[config.mk]
export PLATFORM = sky130hd
export DESIGN_NAME = frame_generator_impl
export DESIGN_NICKNAME = d
export VERILOG_FILES = /design/src/rtl/frame_generator_impl.sv
export SDC_FILE = /design/constraint.sdc
export NUM_CORES = 2
export LEC_CHECK = 0
export CAP_MARGIN = 20
export CORE_AREA = 8 8 371 373
export DETAILED_ROUTE_END_ITERATION = 10
export DIE_AREA = 0 0 379 381
export PLACE_DENSITY = 0.64
export RECOVER_POWER = 50
export SLEW_MARGIN = 40
export SYNTH_ARGS = -nofsm -noshare
export SYNTH_HDL_FRONTEND = slang
export SYNTH_HIERARCHICAL = 1
export SYNTH_SLANG_ARGS = --single-unit
[constraint.sdc]
create_clock -name clk -period 28.3 [get_ports clk]
set_input_delay 4.245 -clock clk [delete_from_list [all_inputs] [get_ports clk]]
set_output_delay 4.245 -clock clk [all_outputs]
set_load 0.02 [all_outputs]
[src/rtl/frame_generator_impl.sv]
// frame_generator_impl: IPv4 test-frame generator on a 512-bit AXI-Stream master.
// Header and LFSR payload are laid out for the per-port frame checker.
module ip_header_checksum (
  input  logic [159:0] i_hdr,
  output logic [15:0]  o_csum
);
  logic [19:0] w_sum;
  logic [16:0] w_f1;
  logic [15:0] w_f2;
  always_comb begin
    w_sum = '0;
    for (int j = 0; j < 10; j++) w_sum = w_sum + {4'd0, i_hdr[16*j +: 8], i_hdr[16*j+8 +: 8]};
  end
  assign w_f1   = {1'b0, w_sum[15:0]} + {13'd0, w_sum[19:16]};
  assign w_f2   = w_f1[15:0] + {15'd0, w_f1[16]};
  assign o_csum = ~w_f2;
endmodule

module frame_generator_impl #(
  parameter int                  DATA_WIDTH       = 512,
  parameter int                  ID_WIDTH         = 3,
  parameter logic [ID_WIDTH-1:0] PORT_ID          = '0,
  parameter logic [7:0]          TEST_FRAME_TOS   = 8'h00,
  parameter logic [7:0]          TEST_FRAME_PROTO = 8'hFD
) (
  input  logic                    clk,
  input  logic                    rst,
  output logic                    ready,
  input  logic                    start,
  input  logic                    stop,
  input  logic [10:0]             cfg_frame_len,
  input  logic [15:0]             cfg_gap,
  input  logic [31:0]             cfg_frame_count,
  input  logic [15:0]             cfg_seed,
  input  logic [47:0]             cfg_dst_mac,
  input  logic [47:0]             cfg_src_mac,
  input  logic [31:0]             cfg_src_ip,
  input  logic [31:0]             cfg_dst_ip,
  output logic [31:0]             tx_frames,
  output logic [47:0]             tx_bytes,
  output logic [DATA_WIDTH-1:0]   axis_m_data,
  output logic [DATA_WIDTH/8-1:0] axis_m_keep,
  output logic                    axis_m_last,
  output logic [63:0]             axis_m_user,
  output logic [ID_WIDTH-1:0]     axis_m_id,
  output logic                    axis_m_valid,
  input  logic                    axis_m_ready
);
  localparam int KW = DATA_WIDTH / 8;
  typedef enum logic [1:0] {S_IDLE, S_FIRST, S_BODY, S_GAP} state_t;

  function automatic logic [15:0] lfsr_next(input logic [15:0] l);
    return {l[0] ^ l[2] ^ l[3] ^ l[5], l[15:1]};
  endfunction

  state_t                r_state, w_next;
  logic [10:0]           r_len, w_len, w_clamp;
  logic [15:0]           r_gap, r_gcnt, r_id, r_p, w_nid, w_tot, w_csum;
  logic [31:0]           r_count, r_frames, r_sip, r_dip, w_sip, w_dip;
  logic [47:0]           r_bytes, r_dmac, r_smac, w_dmac, w_smac;
  logic [4:0]            r_beat;
  logic [5:0]            w_nbeats;
  logic                  r_stop, r_valid, r_last, r_ready, w_last;
  logic                  w_idle, w_go, w_hs, w_fin, w_quota, w_body_last, w_ld_hdr, w_ld_body;
  logic [DATA_WIDTH-1:0] r_data, w_data, w_hdr;
  logic [KW-1:0]         r_keep, w_keep, w_mask;
  logic [159:0]          w_ip;

  // While idle the header is built straight from the cfg inputs so the first beat can be registered on the start edge
  assign w_idle      = r_state == S_IDLE;
  assign w_go        = w_idle & start & ~stop;
  assign w_clamp     = (cfg_frame_len < 11'd60) ? 11'd60 : (cfg_frame_len > 11'd1514) ? 11'd1514 : cfg_frame_len;
  assign w_len       = w_idle ? w_clamp : r_len;
  assign w_dmac      = w_idle ? cfg_dst_mac : r_dmac;
  assign w_smac      = w_idle ? cfg_src_mac : r_smac;
  assign w_sip       = w_idle ? cfg_src_ip : r_sip;
  assign w_dip       = w_idle ? cfg_dst_ip : r_dip;
  assign w_nid       = w_idle ? ((cfg_seed == 16'd0) ? 16'd1 : cfg_seed) : lfsr_next(r_id);
  assign w_tot       = {5'd0, w_len} - 16'd14;
  assign w_nbeats    = 6'(({1'b0, r_len} + 12'd63) >> 6);
  assign w_body_last = ({1'b0, r_beat} + 6'd2) == w_nbeats;
  assign w_mask      = (w_len[5:0] == 6'd0) ? '1 : ~({KW{1'b1}} << w_len[5:0]);
  assign w_hs        = r_valid & axis_m_ready;
  assign w_fin       = w_hs & r_last;
  assign w_quota     = (r_count != 32'd0) && (r_frames + 32'd1 == r_count);

  always_ff @(posedge clk or posedge rst)
    if (rst) r_state <= S_IDLE;
    else     r_state <= w_next;

  always_comb begin
    w_next    = r_state;
    w_ld_hdr  = 1'b0;
    w_ld_body = 1'b0;
    case (r_state)
      S_IDLE: if (w_go) begin
        w_next   = S_FIRST;
        w_ld_hdr = 1'b1;
      end
      S_FIRST, S_BODY: if (w_hs) begin
        if (!r_last) begin
          w_next    = S_BODY;
          w_ld_body = 1'b1;
        end else if (r_stop || stop || w_quota) w_next = S_IDLE;
        else if (r_gap != 16'd0) w_next = S_GAP;
        else begin
          w_next   = S_FIRST;
          w_ld_hdr = 1'b1;
        end
      end
      default: if (r_stop || stop) w_next = S_IDLE;
      else if (r_gcnt == r_gap - 16'd1) begin
        w_next   = S_FIRST;
        w_ld_hdr = 1'b1;
      end
    endcase
  end

  // IPv4 header bytes 14..33 with the checksum field zeroed
  always_comb begin
    w_ip          = '0;
    w_ip[7:0]     = 8'h45;
    w_ip[15:8]    = TEST_FRAME_TOS;
    w_ip[31:16]   = {w_tot[7:0], w_tot[15:8]};
    w_ip[47:32]   = w_nid;
    w_ip[71:64]   = 8'd64;
    w_ip[79:72]   = TEST_FRAME_PROTO;
    for (int i = 0; i < 4; i++) begin
      w_ip[96+8*i +: 8]  = w_sip[31-8*i -: 8];
      w_ip[128+8*i +: 8] = w_dip[31-8*i -: 8];
    end
  end

  ip_header_checksum u_csum (.i_hdr(w_ip), .o_csum(w_csum));

  always_comb begin
    w_hdr = {DATA_WIDTH/16{w_nid}};
    for (int i = 0; i < 6; i++) begin
      w_hdr[8*i +: 8]    = w_dmac[47-8*i -: 8];
      w_hdr[48+8*i +: 8] = w_smac[47-8*i -: 8];
    end
    w_hdr[111:96]  = 16'h0008;
    w_hdr[271:112] = w_ip;
    w_hdr[207:192] = {w_csum[7:0], w_csum[15:8]};
    w_data         = w_ld_hdr ? w_hdr : {DATA_WIDTH/16{lfsr_next(r_p)}};
    w_last         = w_ld_hdr ? (w_len <= 11'd64) : w_body_last;
    w_keep         = w_last ? w_mask : '1;
  end

  always_ff @(posedge clk or posedge rst)
    if (rst) begin
      {r_len, r_gap, r_count, r_dmac, r_smac, r_sip, r_dip} <= '0;
      {r_id, r_p, r_beat, r_gcnt, r_frames, r_bytes, r_stop} <= '0;
      {r_valid, r_data, r_keep, r_last} <= '0;
      r_ready <= 1'b1;
    end else begin
      r_ready <= w_next == S_IDLE;
      r_valid <= (w_next == S_FIRST) || (w_next == S_BODY);
      r_stop  <= (w_next == S_IDLE) ? 1'b0 : (r_stop | (stop & ~w_idle));
      r_gcnt  <= (r_state == S_GAP) ? r_gcnt + 16'd1 : 16'd0;
      if (w_ld_hdr || w_ld_body) begin
        r_data <= w_data;
        r_keep <= w_keep;
        r_last <= w_last;
      end
      if (w_ld_hdr) begin
        r_id   <= w_nid;
        r_p    <= w_nid;
        r_beat <= 5'd0;
      end
      if (w_ld_body) begin
        r_p    <= lfsr_next(r_p);
        r_beat <= r_beat + 5'd1;
      end
      if (w_go) begin
        {r_len, r_gap, r_count} <= {w_clamp, cfg_gap, cfg_frame_count};
        {r_dmac, r_smac, r_sip, r_dip} <= {cfg_dst_mac, cfg_src_mac, cfg_src_ip, cfg_dst_ip};
        r_frames <= '0;
        r_bytes  <= '0;
      end else if (w_fin) begin
        r_frames <= r_frames + 32'd1;
        r_bytes  <= r_bytes + {37'd0, r_len};
      end
    end

  assign ready        = r_ready;
  assign tx_frames    = r_frames;
  assign tx_bytes     = r_bytes;
  assign axis_m_data  = r_data;
  assign axis_m_keep  = r_keep;
  assign axis_m_last  = r_last;
  assign axis_m_valid = r_valid;
  assign axis_m_user  = '0;
  assign axis_m_id    = PORT_ID;
endmodule

**After elaboration in Yosys (flattened, before gate mapping)**

Index checks and enable logic that the tools add are counted.

- Flip-flop bits (word level): 934
- Input bits: 240

- Reductions and logical operators: 14
- $lt $le $gt $ge: 3
- Shift operators: 1
- Bitwise operators: 16
- Add/subtract/negate cells: 17
- Eq/ne operators: 8
- Muxes and demuxes: 42

Operators with widths:

| kind | number |
|---|---|
| 2-to-1 mux 512 bit | 1 |
| 2-to-1 mux 48 bit | 4 |
| 2-to-1 mux 32 bit | 4 |
| 2-to-1 mux 64 bit | 2 |
| adder 20 x 16 -> 20 bit | 5 |
| 2-to-1 mux 16 bit | 5 |
| NOT 64 bit | 1 |
| left shift 64 x 6 -> 64 bit (first input constant) | 1 |
| adder 48 x 11 -> 48 bit | 1 |
| 2-to-1 mux 11 bit | 3 |
| adder 32 x 1 -> 32 bit (second input constant) | 1 |
| equality test 32 bit | 1 |
| nonzero test 32 bit | 1 |
| adder 20 x 15 -> 20 bit (second input constant) | 1 |
| adder 15 x 16 -> 17 bit (first input constant) | 1 |
| adder 16 x 4 -> 17 bit | 1 |
| adder 16 x 1 -> 16 bit | 1 |
| adder 16 x 1 -> 16 bit (second input constant) | 1 |
| equality test 16 bit | 1 |
| zero test 16 bit | 1 |
| NOT 16 bit | 1 |
| nonzero test 16 bit | 1 |
| subtractor 16 x 1 -> 16 bit (second input constant) | 1 |
| 2-to-1 mux 2 bit | 7 |
| 24 further kinds | 54 |

**Logic depth before layout (Yosys ltp)**

- Word-level depth: 16
- Depth in mapped cells: 48

**Modules after synthesis**

The synthesis kept the hierarchy.

Modules (own cells, without submodules):

| module | times used | cells each | area each (sq um) |
|---|---|---|---|
| frame_generator_impl | 1 | 3960 | 35891.9 |
| ip_header_checksum | 1 | 485 | 4734.5 |

**Worst setup path before layout**

Ideal clock, no wire load.

- Path type: input to register
- Start point: in cfg_frame_len[0]
- End point: reg r_data[195] (netlist: axis_m_data[195])
- Path buffers: 0
- Cell stages on the path: 41
- Arrival: 13730 ps
- Setup slack: 14437 ps
- Data required time: 28167 ps
- Cell sequence: a21o_1 a211o_1 a21o_1 a31oi_1 inv_1 ha_1 a211o_1 nor2_1 inv_1 fa_1 inv_1 fa_1 fa_1 fa_1 inv_1 fa_1 inv_1 ha_1 [5 not listed] a311oi_2 xor2_1 fa_1 nor2b_1 o21ai_0 nand2b_1 and3_2 nand3_1 nor4_2 and4_1 ha_1 and3_1 nor4b_4 o21ai_2 a2111oi_1 xor2_1 o21ai_0 o21ai_0

- Word-level cells in the longest chain between the ends: 16
- Elaborated cells on any way between the ends: 17

Ends and longest elaborated chain:

| element | line | source |
|---|---|---|
| from (decl) | 31 | `input logic [10:0] cfg_frame_len,` |
| > comparator 11 bit | 72 | `assign w_clamp = (cfg_frame_len < 11'd60) ? 11'd60 : (cfg_frame_len > 11'd1514) ? 11'd1514 : cfg_frame_len;` |
| 2-to-1 mux 11 bit | 72 |  |
| 2-to-1 mux 11 bit (*) | 72 |  |
| 2-to-1 mux 11 bit (*) | 73 | `assign w_len = w_idle ? w_clamp : r_len;` |
| subtractor 11 x 4 -> 12 bit (*) | 79 | `assign w_tot = {5'd0, w_len} - 16'd14;` |
| named net w_tot[1] | 58 | `logic [15:0] r_gap, r_gcnt, r_id, r_p, w_nid, w_tot, w_csum;` |
| adder 15 x 16 -> 17 bit (*) | 12 | `for (int j = 0; j < 10; j++) w_sum = w_sum + {4'd0, i_hdr[16*j +: 8], i_hdr[16*j+8 +: 8]};` |
| adder 20 x 16 -> 20 bit (*) | 12 |  |
| adder 20 x 15 -> 20 bit (*) | 12 |  |
| adder 20 x 16 -> 20 bit (*) (4 in series) | 12 |  |
| adder 16 x 4 -> 17 bit (*) | 14 | `assign w_f1 = {1'b0, w_sum[15:0]} + {13'd0, w_sum[19:16]};` |
| adder 16 x 1 -> 16 bit (*) | 15 | `assign w_f2 = w_f1[15:0] + {15'd0, w_f1[16]};` |
| NOT 16 bit (*) | 16 | `assign o_csum = ~w_f2;` |
| named net w_csum[11] | 58 |  |
| 2-to-1 mux 512 bit (*) | 145 | `w_data = w_ld_hdr ? w_hdr : {DATA_WIDTH/16{lfsr_next(r_p)}};` |
| to (signal assigned) | 162 | `r_data <= w_data;` |
| to (decl) | 65 | `logic [DATA_WIDTH-1:0] r_data, w_data, w_hdr;` |

Mark *: on every way through the listed nets, which the timed path passes. The rest lies on a longest branch.
A chain may end at the register's enable or synchronous reset.

**Final worst setup path**

- Start point: in cfg_frame_len[10]
- End point: reg r_data[194] (netlist: axis_m_data[194])

The elaborated chain is that of the path after synthesis.

==> results.md <==
- Status: finished, violations left
- Failing checks: max-capacitance violations, max-slew violations
- Placed Cells incl. Taps: ~6700
- I/O pin count: 966
- Slew Limit Fails: roughly 950
- Max Clock Skew: around 0.041 ns
- Initial drt markers: around 3300
- Sequential share of the synthesized area: between 40 and 50%
- Layout Nets: between 5000 and 6000
- First-pass GRT wire length: 242000 µm
- Kind of critical path: in2reg
- Residual DRC: 0
- CP most frequent cell: fa_1
- Fin. Hold Viols: 0
- Starting Density: 30.8%
- Post-synth ARST share: 100%
- Wire per inst: approximately 25 µm
- H-tree depth: 3
- Mapped Area: about 0.04 mm²
- Worst r2r dst: axis_m_data[194]
- TritonCTS Buffers: around 80
- Req. time, crit path: between 20 and 30 ns
- Most used flip-flop cell after synthesis: dfrtp_1
- R2R setup slack: about 16 ns
- Worst Hold Margin: roughly 0.46 ns
- Worst setup margin: approximately 13 ns
- Final setup viols: 0
- Root Buffer: clkbuf_16
- Layout cells sized above 1: between 7 and 8%
- Final WL: 168000 µm
- Worst Tran Pin Value: 4.99 ns
- Hold crit path type: reg2reg
- Avg Cell Area, Syn: roughly 9 µm²
- FF-to-FF path depth: 45
- Place WS: ~12 ns
- GRT overflow: 0
- Critical path arrival: between 15 and 20 ns
- Die Height: ~380 µm
- TritonCTS Sinks: approximately 660
- Number of setup buffers added after CTS: 0
- Fin cells: between 6000 and 7000
- Max-cap violations: 16
- Worst Setup EP: axis_m_data[194]
- Initial antenna violation count: 25
- IO buf count: between 800 and 900
- Core ar.: 0.132 mm²
- Final critical-path share of the clock period: around 55%
- Crit path launch: cfg_frame_len[10]
- Hpwl dp: ~120000 µm
- Syn-to-layout area delta: 28.0%
- Seq cells post-synth: 657
- Via count: 35194
- Vias per cell: between 5 and 6
- CTS max path bufs: 3
- Post_cts resized: 0
- Largest net degree at the start of global routing: approximately 110
- Worst-path clk slew: ~0.06 ns
- Post-synth EDFFs: 0
- Post-Synthesis Cells: ~4400
- Slowest CP cell: clkdlybuf4s50_1
- Slew HR: -234%
- Worst skew pair latency: roughly 0.70 ns
- CTS tree: done
- Num rows: 134
- Hold-fix buffers at CTS: 0
- Die area: about 0.14 mm²
- TritonRoute pass-1 iters: 8
- Clock period minus worst slack: between 15 and 20 ns
- RSZ-0062 raised after global routing: false
- CP endpoint kind: flop
- Sum Neg Setup Slack: 0 ns
- Total Routing Usage GR: 22.2%
- Vias in the first global route: between 30000 and 40000
- Die extent in x: around 380 µm
- FMAX: ~0.064 GHz
- GP Congestion: slightly below 0.9
- Worst r2r src: r_state[0]
- Synth warn: 6
- Critical Path Max Stage Delay: ~0.78 ns
- Critical path launch point type: input port
- Critical Path Fanout Max: 20
- Yosys cell types: 98
- Antenna Violating Nets Remaining: 0
-- worst min path at each step --
stage / from / depth (start not counted) / slack, ns / end
2_1_floorplan: r_dip[0] / 2 / 0.44 / r_dip[0]
3_3_place_gp: r_dip[27] / 2 / 0.45 / r_dip[27]
3_5_place_dp: axis_m_keep[0] / 1 / 0.46 / axis_m_keep[0]
4_1_cts: axis_m_keep[0] / 1 / 0.47 / axis_m_keep[0]
5_1_grt: r_smac[31] / 2 / 0.48 / r_smac[31]
6_report: axis_m_keep[0] / 1 / 0.46 / axis_m_keep[0]
-- sequential cells by signal, summed over array words and instances (netlist names), 32 cells and up --
| name | cells |
|---|---|
| tx_bytes | 48 |
| axis_m_data | 235 |
| r_smac | 48 |
| r_count | 32 |
| r_dip | 32 |
| tx_frames | 32 |
| r_sip | 32 |
| axis_m_keep | 64 |
| r_dmac | 48 |
-- placed cells by master, fill, tap and decap left out, types with 12 or more instances in the layout --
master	count
a211oi_1	29
mux2i_1	117
a21oi_1	239
and4_1	16
clkdlybuf4s50_1	619
a21o_1	24
and3_1	29
nor2b_1	16
nand4_1	37
o21a_1	12
clkbuf_16	79
mux2_2	136
o2111ai_1	17
clkbuf_8	22
and2_1	34
o31ai_1	22
ha_1	55
nand3_1	65
inv_1	191
nand2_1	946
buf_4	31
a2111oi_0	100
o21ai_0	155
clkbuf_1	34
a311oi_1	23
diode_2	18
fa_1	127
nor3_1	92
a31oi_1	33
xnor2_1	81
o211ai_1	23
nor4_1	58
or3_1	26
dfrtp_1	652
nor2_1	181
dlygate4sd3_1	279
xor2_1	87
conb_1	131
-- critical path, delay by kind of cell --
kind	cells	cell delay, ns
buffers and inverters	6	1.13
AND/OR/NAND/NOR	12	2.58
AO/OA/AOI/OAI	14	3.77
XOR/XNOR	3	0.63
adder cells (fa/ha/maj)	10	3.84
-- cells in the mapped netlist, types with 8 or more instances --
| cell | instances | area share (%) |
|---|---|---|
| nand2_1 | 947 | 8.7 |
| dfrtp_1 | 656 | 40 |
| buf_4 | 351 | 6.5 |
| a21oi_1 | 239 | 2.9 |
| clkbuf_1 | 204 | 1.9 |
| inv_1 | 192 | 1.8 |
| nor2_1 | 185 | 1.7 |
| o21ai_0 | 155 | 1.9 |
| mux2_2 | 136 | 3.8 |
| fa_1 | 127 | 6.3 |
| mux2i_1 | 117 | 2.9 |
| a2111oi_0 | 100 | 2.2 |
| nor3_1 | 93 | 1.1 |
| xor2_1 | 87 | 1.9 |
| xnor2_1 | 81 | 1.7 |
| nand3_1 | 67 | 0.83 |
| nor4_1 | 59 | 0.91 |
| ha_1 | 56 | 1.7 |
| buf_2 | 50 | 0.62 |
| and2_1 | 42 | 0.65 |
| nand4_1 | 37 | 0.57 |
| a31oi_1 | 35 | 0.54 |
| a211oi_1 | 30 | 0.55 |
| and3_1 | 29 | 0.45 |
| or3_1 | 26 | 0.40 |
| a21o_1 | 24 | 0.44 |
| a311oi_1 | 23 | 0.50 |
| o211ai_1 | 23 | 0.43 |
| o31ai_1 | 22 | 0.41 |
| o2111ai_1 | 17 | 0.37 |
| and4_1 | 16 | 0.34 |
| nor2b_1 | 16 | 0.25 |
| buf_1 | 15 | 0.14 |
| o21a_1 | 12 | 0.22 |
| o211a_1 | 11 | 0.27 |
| or4_1 | 11 | 0.20 |
| nand2b_1 | 9 | 0.14 |
| o22ai_1 | 8 | 0.12 |
-- per-layer routing --
metal,up-vias,global-route usage (%),wire length (µm)
li1,15834,-,-
met1,17616,30.2,71700
met2,1517,34.9,77500
met3,227,5.14,14200
met4,0,6.89,4840
met5,-,0,0
-- metrics by stage --
stage | utilization [%] | cell area, µm²
2_1_floorplan | - | 41100
3_3_place_gp | 37.1 | 49100
3_5_place_dp | 37.3 | 49300
4_1_cts | 39.4 | 52100
5_1_grt | 39.3 | 52000
6_report | 39.4 | 52000
-- kinds of logic (layout without fill, tap and decap cells) --
logic type | after synthesis | in the layout | synth area share (%)
DFF | 657 | 657 | 40.5
muxes | 253 | 253 | 6.65
buffers and inverters | 820 | 1299 | 11.1
adders and majority gates | 183 | 183 | 7.98
and+or+nand+nor | 1585 | 1585 | 17.5
AOI/OAI and AO/OA | 774 | 774 | 12.6
other | 2 | 149 | 0.0185
xor gates and xnor gates | 171 | 171 | 3.76
-- final cells by class --
cell class	count	area, µm²
Inverter	193	726
Fill cell	13109	80100
Tap cell	1768	2210
Antenna cell	18	45.0
Timing Repair Buffer	959	9490
Clock buffer	120	2350
Clock inverter	27	450
Multi-Input combinational cell	3097	20300
Sequential cell	657	16400
Power is not shown: default switching activity piles up to over one toggle a cycle in this logic, so the estimate is an artifact.
